$ cat src/rtl/mips_pkg.sv
// Shared types for the MIPS MEM stage: FSM states,
// WB source encodings and the EX/MEM control bundle.
package mips_pkg;

   typedef enum logic {
      IDLE   = 1'b0,
      ACCESS = 1'b1
   } mstate_t;

   localparam logic [1:0] MTR_ALU = 2'd0;
   localparam logic [1:0] MTR_MEM = 2'd1;
   localparam logic [1:0] MTR_PC  = 2'd2;

   typedef struct packed {
      logic       memrd;
      logic       memwr;
      logic       bbeq;
      logic       bbne;
      logic       bblez;
      logic       bbgtz;
      logic       jump;
      logic       regwr;
      logic [1:0] memtoreg;
   } ctrl_t;

   localparam ctrl_t CTRL_BUBBLE = '0;

   function automatic logic br_taken(
      input ctrl_t c,
      input logic  z,
      input logic  n
   );
      br_taken = (c.bbeq  &  z)
               | (c.bbne  & ~z)
               | (c.bblez & (n | z))
               | (c.bbgtz & ~n & ~z);
   endfunction

endpackage

$ cat src/rtl/exmem_stage_dmem_fsm.sv
// Data-memory access sequencer: req/ack handshake,
// timeout counter and the pipeline stall it implies.
module dmem_fsm
   import mips_pkg::*;
#(
   parameter int TIMEOUT = 16
) (
   input  logic clk,
   input  logic clr,
   input  logic memop,
   input  logic dm_ack,
   output logic dm_req,
   output logic stall,
   output logic done,
   output logic tmo
);

   localparam int CW = $clog2(TIMEOUT + 1);

   mstate_t       state;
   mstate_t       state_nx;
   logic [CW-1:0] cnt;
   logic [CW-1:0] cnt_nx;

   always_ff @(posedge clk or negedge clr) begin
      if (!clr) begin
         state <= IDLE;
         cnt   <= '0;
      end else begin
         state <= state_nx;
         cnt   <= cnt_nx;
      end
   end

   always_comb begin
      state_nx = state;
      cnt_nx   = cnt;
      dm_req   = 1'b0;
      done     = 1'b0;
      tmo      = 1'b0;
      stall    = 1'b0;
      unique case (state)
         IDLE: begin
            cnt_nx = '0;
            if (memop) state_nx = ACCESS;
         end
         ACCESS: begin
            dm_req = 1'b1;
            if (dm_ack) begin
               done     = 1'b1;
               state_nx = IDLE;
               cnt_nx   = '0;
            end else if (cnt == CW'(TIMEOUT - 1)) begin
               // last allowed request cycle: give up
               tmo      = 1'b1;
               state_nx = IDLE;
               cnt_nx   = '0;
            end else begin
               cnt_nx = cnt + 1'b1;
            end
         end
         default: state_nx = IDLE;
      endcase
      stall = memop & ~done & ~tmo;
   end

endmodule

$ cat src/rtl/exmem_stage.sv
// MEM stage: EX/MEM register, branch/jump resolve,
// data-memory access and MEM/WB register.
module exmem_stage
   import mips_pkg::*;
#(
   parameter int DWIDTH  = 32,
   parameter int AWIDTH  = 32,
   parameter int TIMEOUT = 16
) (
   input  logic              clk,
   input  logic              clr,
   input  logic [DWIDTH-1:0] ex_aluresult,
   input  logic [DWIDTH-1:0] ex_storedata,
   input  logic [4:0]        ex_dstaddr,
   input  logic              ex_memrd,
   input  logic              ex_memwr,
   input  logic              ex_bbeq,
   input  logic              ex_bbne,
   input  logic              ex_bblez,
   input  logic              ex_bbgtz,
   input  logic              ex_jump,
   input  logic              ex_regwr,
   input  logic [1:0]        ex_memtoreg,
   input  logic [AWIDTH-1:0] ex_branaddr,
   input  logic [AWIDTH-1:0] ex_jmpaddr,
   input  logic [AWIDTH-1:0] ex_pcnext,
   input  logic [DWIDTH-1:0] dm_rdata,
   input  logic              dm_ack,
   output logic              dm_req,
   output logic              dm_we,
   output logic [AWIDTH-1:0] dm_addr,
   output logic [DWIDTH-1:0] dm_wdata,
   output logic [DWIDTH-1:0] exmem_aluresult,
   output logic [4:0]        exmem_dstaddr,
   output logic              exmem_regwr,
   output logic              pcload,
   output logic [AWIDTH-1:0] pcaddr,
   output logic              flush,
   output logic              stall,
   output logic              wb_regwr,
   output logic [1:0]        wb_memtoreg,
   output logic [4:0]        wb_dstaddr,
   output logic [DWIDTH-1:0] wb_aluresult,
   output logic [DWIDTH-1:0] wb_memdata,
   output logic [AWIDTH-1:0] wb_pcnext,
   output logic              memerr
);

   ctrl_t             ex_ctrl;
   ctrl_t             em_ctrl;
   logic [DWIDTH-1:0] em_alu;
   logic [DWIDTH-1:0] em_sd;
   logic [4:0]        em_dst;
   logic [AWIDTH-1:0] em_bra;
   logic [AWIDTH-1:0] em_jmp;
   logic [AWIDTH-1:0] em_pcn;

   logic memop;
   logic misal;
   logic amemop;
   logic zero;
   logic neg;
   logic taken;
   logic done;
   logic tmo;
   logic retire_bubble;

   assign ex_ctrl = '{
      memrd:    ex_memrd,
      memwr:    ex_memwr,
      bbeq:     ex_bbeq,
      bbne:     ex_bbne,
      bblez:    ex_bblez,
      bbgtz:    ex_bbgtz,
      jump:     ex_jump,
      regwr:    ex_regwr,
      memtoreg: ex_memtoreg
   };

   always_ff @(posedge clk or negedge clr) begin
      if (!clr) begin
         em_ctrl <= CTRL_BUBBLE;
         em_alu  <= '0;
         em_sd   <= '0;
         em_dst  <= '0;
         em_bra  <= '0;
         em_jmp  <= '0;
         em_pcn  <= '0;
      end else if (!stall) begin
         if (flush) begin
            em_ctrl <= CTRL_BUBBLE;
            em_alu  <= '0;
            em_sd   <= '0;
            em_dst  <= '0;
            em_bra  <= '0;
            em_jmp  <= '0;
            em_pcn  <= '0;
         end else begin
            em_ctrl <= ex_ctrl;
            em_alu  <= ex_aluresult;
            em_sd   <= ex_storedata;
            em_dst  <= ex_dstaddr;
            em_bra  <= ex_branaddr;
            em_jmp  <= ex_jmpaddr;
            em_pcn  <= ex_pcnext;
         end
      end
   end

   assign zero   = (em_alu == '0);
   assign neg    = em_alu[DWIDTH-1];
   assign taken  = br_taken(em_ctrl, zero, neg);
   assign pcload = taken | em_ctrl.jump;
   assign pcaddr = em_ctrl.jump ? em_jmp : em_bra;
   assign flush  = pcload;

   assign memop  = em_ctrl.memrd | em_ctrl.memwr;
   assign misal  = memop & (em_alu[1:0] != 2'b00);
   assign amemop = memop & ~misal;

   dmem_fsm #(
      .TIMEOUT(TIMEOUT)
   ) u_fsm (
      .clk    (clk),
      .clr    (clr),
      .memop  (amemop),
      .dm_ack (dm_ack),
      .dm_req (dm_req),
      .stall  (stall),
      .done   (done),
      .tmo    (tmo)
   );

   assign dm_we    = em_ctrl.memwr;
   assign dm_addr  = AWIDTH'(em_alu);
   assign dm_wdata = em_sd;

   assign exmem_aluresult = em_alu;
   assign exmem_dstaddr   = em_dst;
   assign exmem_regwr     = em_ctrl.regwr;

   // failed or still-pending accesses must not write back
   assign retire_bubble = stall | misal | tmo;

   always_ff @(posedge clk or negedge clr) begin
      if (!clr) begin
         wb_regwr     <= 1'b0;
         wb_memtoreg  <= '0;
         wb_dstaddr   <= '0;
         wb_aluresult <= '0;
         wb_memdata   <= '0;
         wb_pcnext    <= '0;
      end else if (retire_bubble) begin
         wb_regwr     <= 1'b0;
         wb_memtoreg  <= '0;
         wb_dstaddr   <= '0;
         wb_aluresult <= '0;
         wb_memdata   <= '0;
         wb_pcnext    <= '0;
      end else begin
         wb_regwr     <= em_ctrl.regwr;
         wb_memtoreg  <= em_ctrl.memtoreg;
         wb_dstaddr   <= em_dst;
         wb_aluresult <= em_alu;
         wb_memdata   <= done ? dm_rdata : '0;
         wb_pcnext    <= em_pcn;
      end
   end

   always_ff @(posedge clk or negedge clr) begin
      if (!clr) begin
         memerr <= 1'b0;
      end else if (misal | tmo) begin
         memerr <= 1'b1;
      end
   end

endmodule

$ cat config.mk
export PLATFORM = sky130hd
export DESIGN_NAME = exmem_stage
export DESIGN_NICKNAME = d
export VERILOG_FILES = /design/src/rtl/mips_pkg.sv /design/src/rtl/exmem_stage_dmem_fsm.sv /design/src/rtl/exmem_stage.sv
export SDC_FILE = /design/constraint.sdc
export NUM_CORES = 1
export LEC_CHECK = 0
export BUFFER_PORTS_ARGS = -buffer_cell sky130_fd_sc_hd__buf_2
export CORE_AREA = 5 5 172 174
export CTS_CLUSTER_SIZE = 40
export DETAILED_ROUTE_END_ITERATION = 10
export DIE_AREA = 0 0 177 179
export PLACE_DENSITY = 0.73
export SYNTH_ARGS = -nofsm -noshare
export SYNTH_HDL_FRONTEND = slang
export SYNTH_SLANG_ARGS = --single-unit
$ cat constraint.sdc
create_clock -name clk -period 3.65 [get_ports clk]
set_input_delay 0.1825 -clock clk [delete_from_list [all_inputs] [get_ports clk]]
set_output_delay 0.1825 -clock clk [all_outputs]
set_load 0.005 [all_outputs]
==> reports/qor.csv <==
metric;value;unit
netlist_instances;955;
via_per_inst;5.548;
dp.final_hpwl;24220;um
row_count;61;
cts_root_buffer;clkbuf_16;
dieArea;31680;um^2
post_cts_resized;0;
clk_path_buf_depth;3;
die_h;179;um
cts_htree_levels;1;
drtIter0Drc;758;
status;completed;
netlist_area;12210;um^2
yosysUniqueCellTypes;31;
peakVddDrop;485.6;uV
instances_no_fill;1762;
yosys_warnings;0;
cts_sinks;286;
grt_max_degree;135;
routedWlPerCell;20.84;um
p_leak;0.007824;uW
ys_seq_area_share;58.64;%
drive_gt1_share;40.83;%
port_buffers;453;
yosysMostFrequentCell;dfrtp_1;
place_inst;1673;
clock.fmax;291.0;MHz
required;3.47;ns
cp-end-kind;output pin;
vias;9776;
globalRouteTotalUtil;21.92;%
nets;1572;
path_cells;nor4_1, nand4_1, nor2_1, mux2i_4, nand3b_1, buf_2;
synth-seq-cells;286;
clkTransAtPathRegs;0.06;ns
yosys.area.top_type;dfrtp_1;
drv_slew;0;
hold_class;primary input to flip-flop;
synth_fp_nets;1166;
seq_area;7161;um^2
multiInputGateArea;4355;um^2
rsz0062_at_grt;no;
critPathKind;flip-flop to output pin;
period_minus_slack;3.437;ns
critPathArrivalTime;3.25;ns
antenna_found_initial;7;
slew_headroom;32.85;%
crit_fanout;15;
clk_latency;0.55;ns
power_density;844.6;nW/um^2
tightest_slew;1.007;ns
grt_pass1_vias;9861;
synth_top_area_share;58.64;%
synth-edff-count;0;
initial_core_util;44.18;%
grt_pass1_wl;55630;um
post-route-period-util;94.15;%
maxCapViolCount;0;
areaGrowthSynthToFinish;30.79;%
grt_overflow;0;
finalSetupTns;0;ns
gp_congestion;0.7955;
cts_tree;built;
async_reset_ff_share;100.0;%
num-fill-cells;2304;
avgSynthCellArea;12.78;um^2
synth_common_cells;dfrtp_1 (286), a32o_1 (173), nor3b_1 (173);
cts_made_buffers;30;
fin_skew;0.01517;ns
cpPeakStageDelay;0.72;ns
hold_viol;0;
io_pins;454;
first_pass_iters;5;
setup_viol;0;
core_area;27630;um^2
synthFlopType;dfrtp_1;
netlist_top_cells_area;dfrtp_1 (59%), a32o_1 (14%), nor3b_1 (11%);
wl;36720;um
worstSetupStartpointType;flip-flop;
ant_nets;0;
drc_errors;0;
cp_slowest_cell;mux2i_4;
dieWidth;177;um
==> per-layer routing <==
layer / vias to the layer above / global-route usage, % / part of all wire (%) / wire length, um
met5: - / 0 / 0.095 / 35
met2: 386 / 37.04 / 50 / 18500
met1: 4958 / 27.46 / 39 / 14170
li1: 4361 / - / - / -
met4: 6 / 7.092 / 2.8 / 1016
met3: 65 / 6.094 / 8.2 / 3000
==> timing repair <==
action,CTS,global route
hold endpoints to repair,162,0
setup buffers,0,0
hold buffers,34,0
==> kinds of logic (layout without fill, tap and decap cells) <==
logic type,after synthesis,after routing,share of synthesized area [%]
and+or+nand+nor,311,311,17.58
DFF,286,286,58.64
buffers and inverters,143,567,5.997
muxes,34,34,3.116
adders and majority gates,1,1,0.1025
AOI/OAI and AO/OA,178,178,14.42
other,0,5,0
xor gates and xnor gates,2,2,0.1435
==> layout by cell type, fill, tap and decap left out, types with 13 or more instances in the layout <==
cell           instances
buf_2                452
a32o_1               173
mux2_2                32
nor3b_1              173
buf_12                13
dlygate4sd3_1         34
and2_1               104
clkbuf_16             30
buf_4                 16
dfrtp_1              285
==> worst max-delay path, delay by kind of cell (launching register included) <==
| kind | cells | cell delay, ns |
|---|---|---|
| buf+inv | 1 | 0.19 |
| flops | 1 | 0.43 |
| mux | 1 | 0.72 |
| simple gates | 4 | 1.37 |
==> final cells by class <==
class                   count  area share (%)
well taps                 378           2.963
inverters                   1         0.02351
clock inverters             5          0.3997
repair buffers            516           18.78
multi-input cells         526           27.28
clock buffers              45           5.620
flip-flops and latches    286           44.85
diodes                      5         0.07838
==> per-stage QoR <==
| step | power (uW) | setup WS (ns) | instance area [um^2] | hold WS (ns) | utilization, % |
|---|---|---|---|---|---|
| floorplan | 8515 | 1.470 | 12210 | -0.1131 | - |
| global placement | 10440 | 0.7074 | 14650 | 0.3727 | 53.03 |
| detailed placement | 10590 | 0.7547 | 14650 | 0.3901 | 53.03 |
| CTS | 13610 | 0.2383 | 15950 | 0.03260 | 57.73 |
| global route | 14380 | 0.03599 | 15960 | 0.04363 | 57.77 |
| finish | 13480 | 0.2134 | 15960 | 0.05839 | 57.78 |
==> where the power goes <==
group | internal (uW) | leakage, uW | switching (uW)
combinational | 2620 | 0.00358 | 2950
clock | 1750 | 0.000471 | 1200
sequential | 4260 | 0.00377 | 711
total | 8620 | 0.00782 | 4860
==> worst paths after layout <==
path,from,end,depth (start not counted),slack (ns)
setup / recovery,dm_addr[19]$_DFFE_PN0N_,flush,6,0.21
min in group asynchronous,clr,wb_aluresult[15]$_DFF_PN0_,2,0.39
setup reg to reg,dm_addr[19]$_DFFE_PN0N_,dm_wdata[10]$_DFFE_PN0N_,6,0.68
hold / removal,ex_aluresult[1],dm_addr[1]$_DFFE_PN0N_,3,0.06
max in group asynchronous,clr,em_pcn[12]$_DFFE_PN0N_,3,2.26
hold reg to reg,u_fsm.cnt[0]$_DFF_PN0_,u_fsm.cnt[0]$_DFF_PN0_,1,0.47
==> registers in the layout, indices dropped and copies added, names as in the netlist <==
signal / count
u_fsm.state: 1
u_fsm.cnt: 5
wb_memdata: 32
em_bra: 32
dm_we: 1
em_pcn: 32
wb_aluresult: 32
exmem_dstaddr: 5
dm_wdata: 32
em_jmp: 32
memerr: 1
exmem_regwr: 1
wb_pcnext: 32
wb_memtoreg: 2
em_ctrl: 8
dm_addr: 32
wb_dstaddr: 5
wb_regwr: 1
No activity file was read; power rests on OpenSTA's default activity.
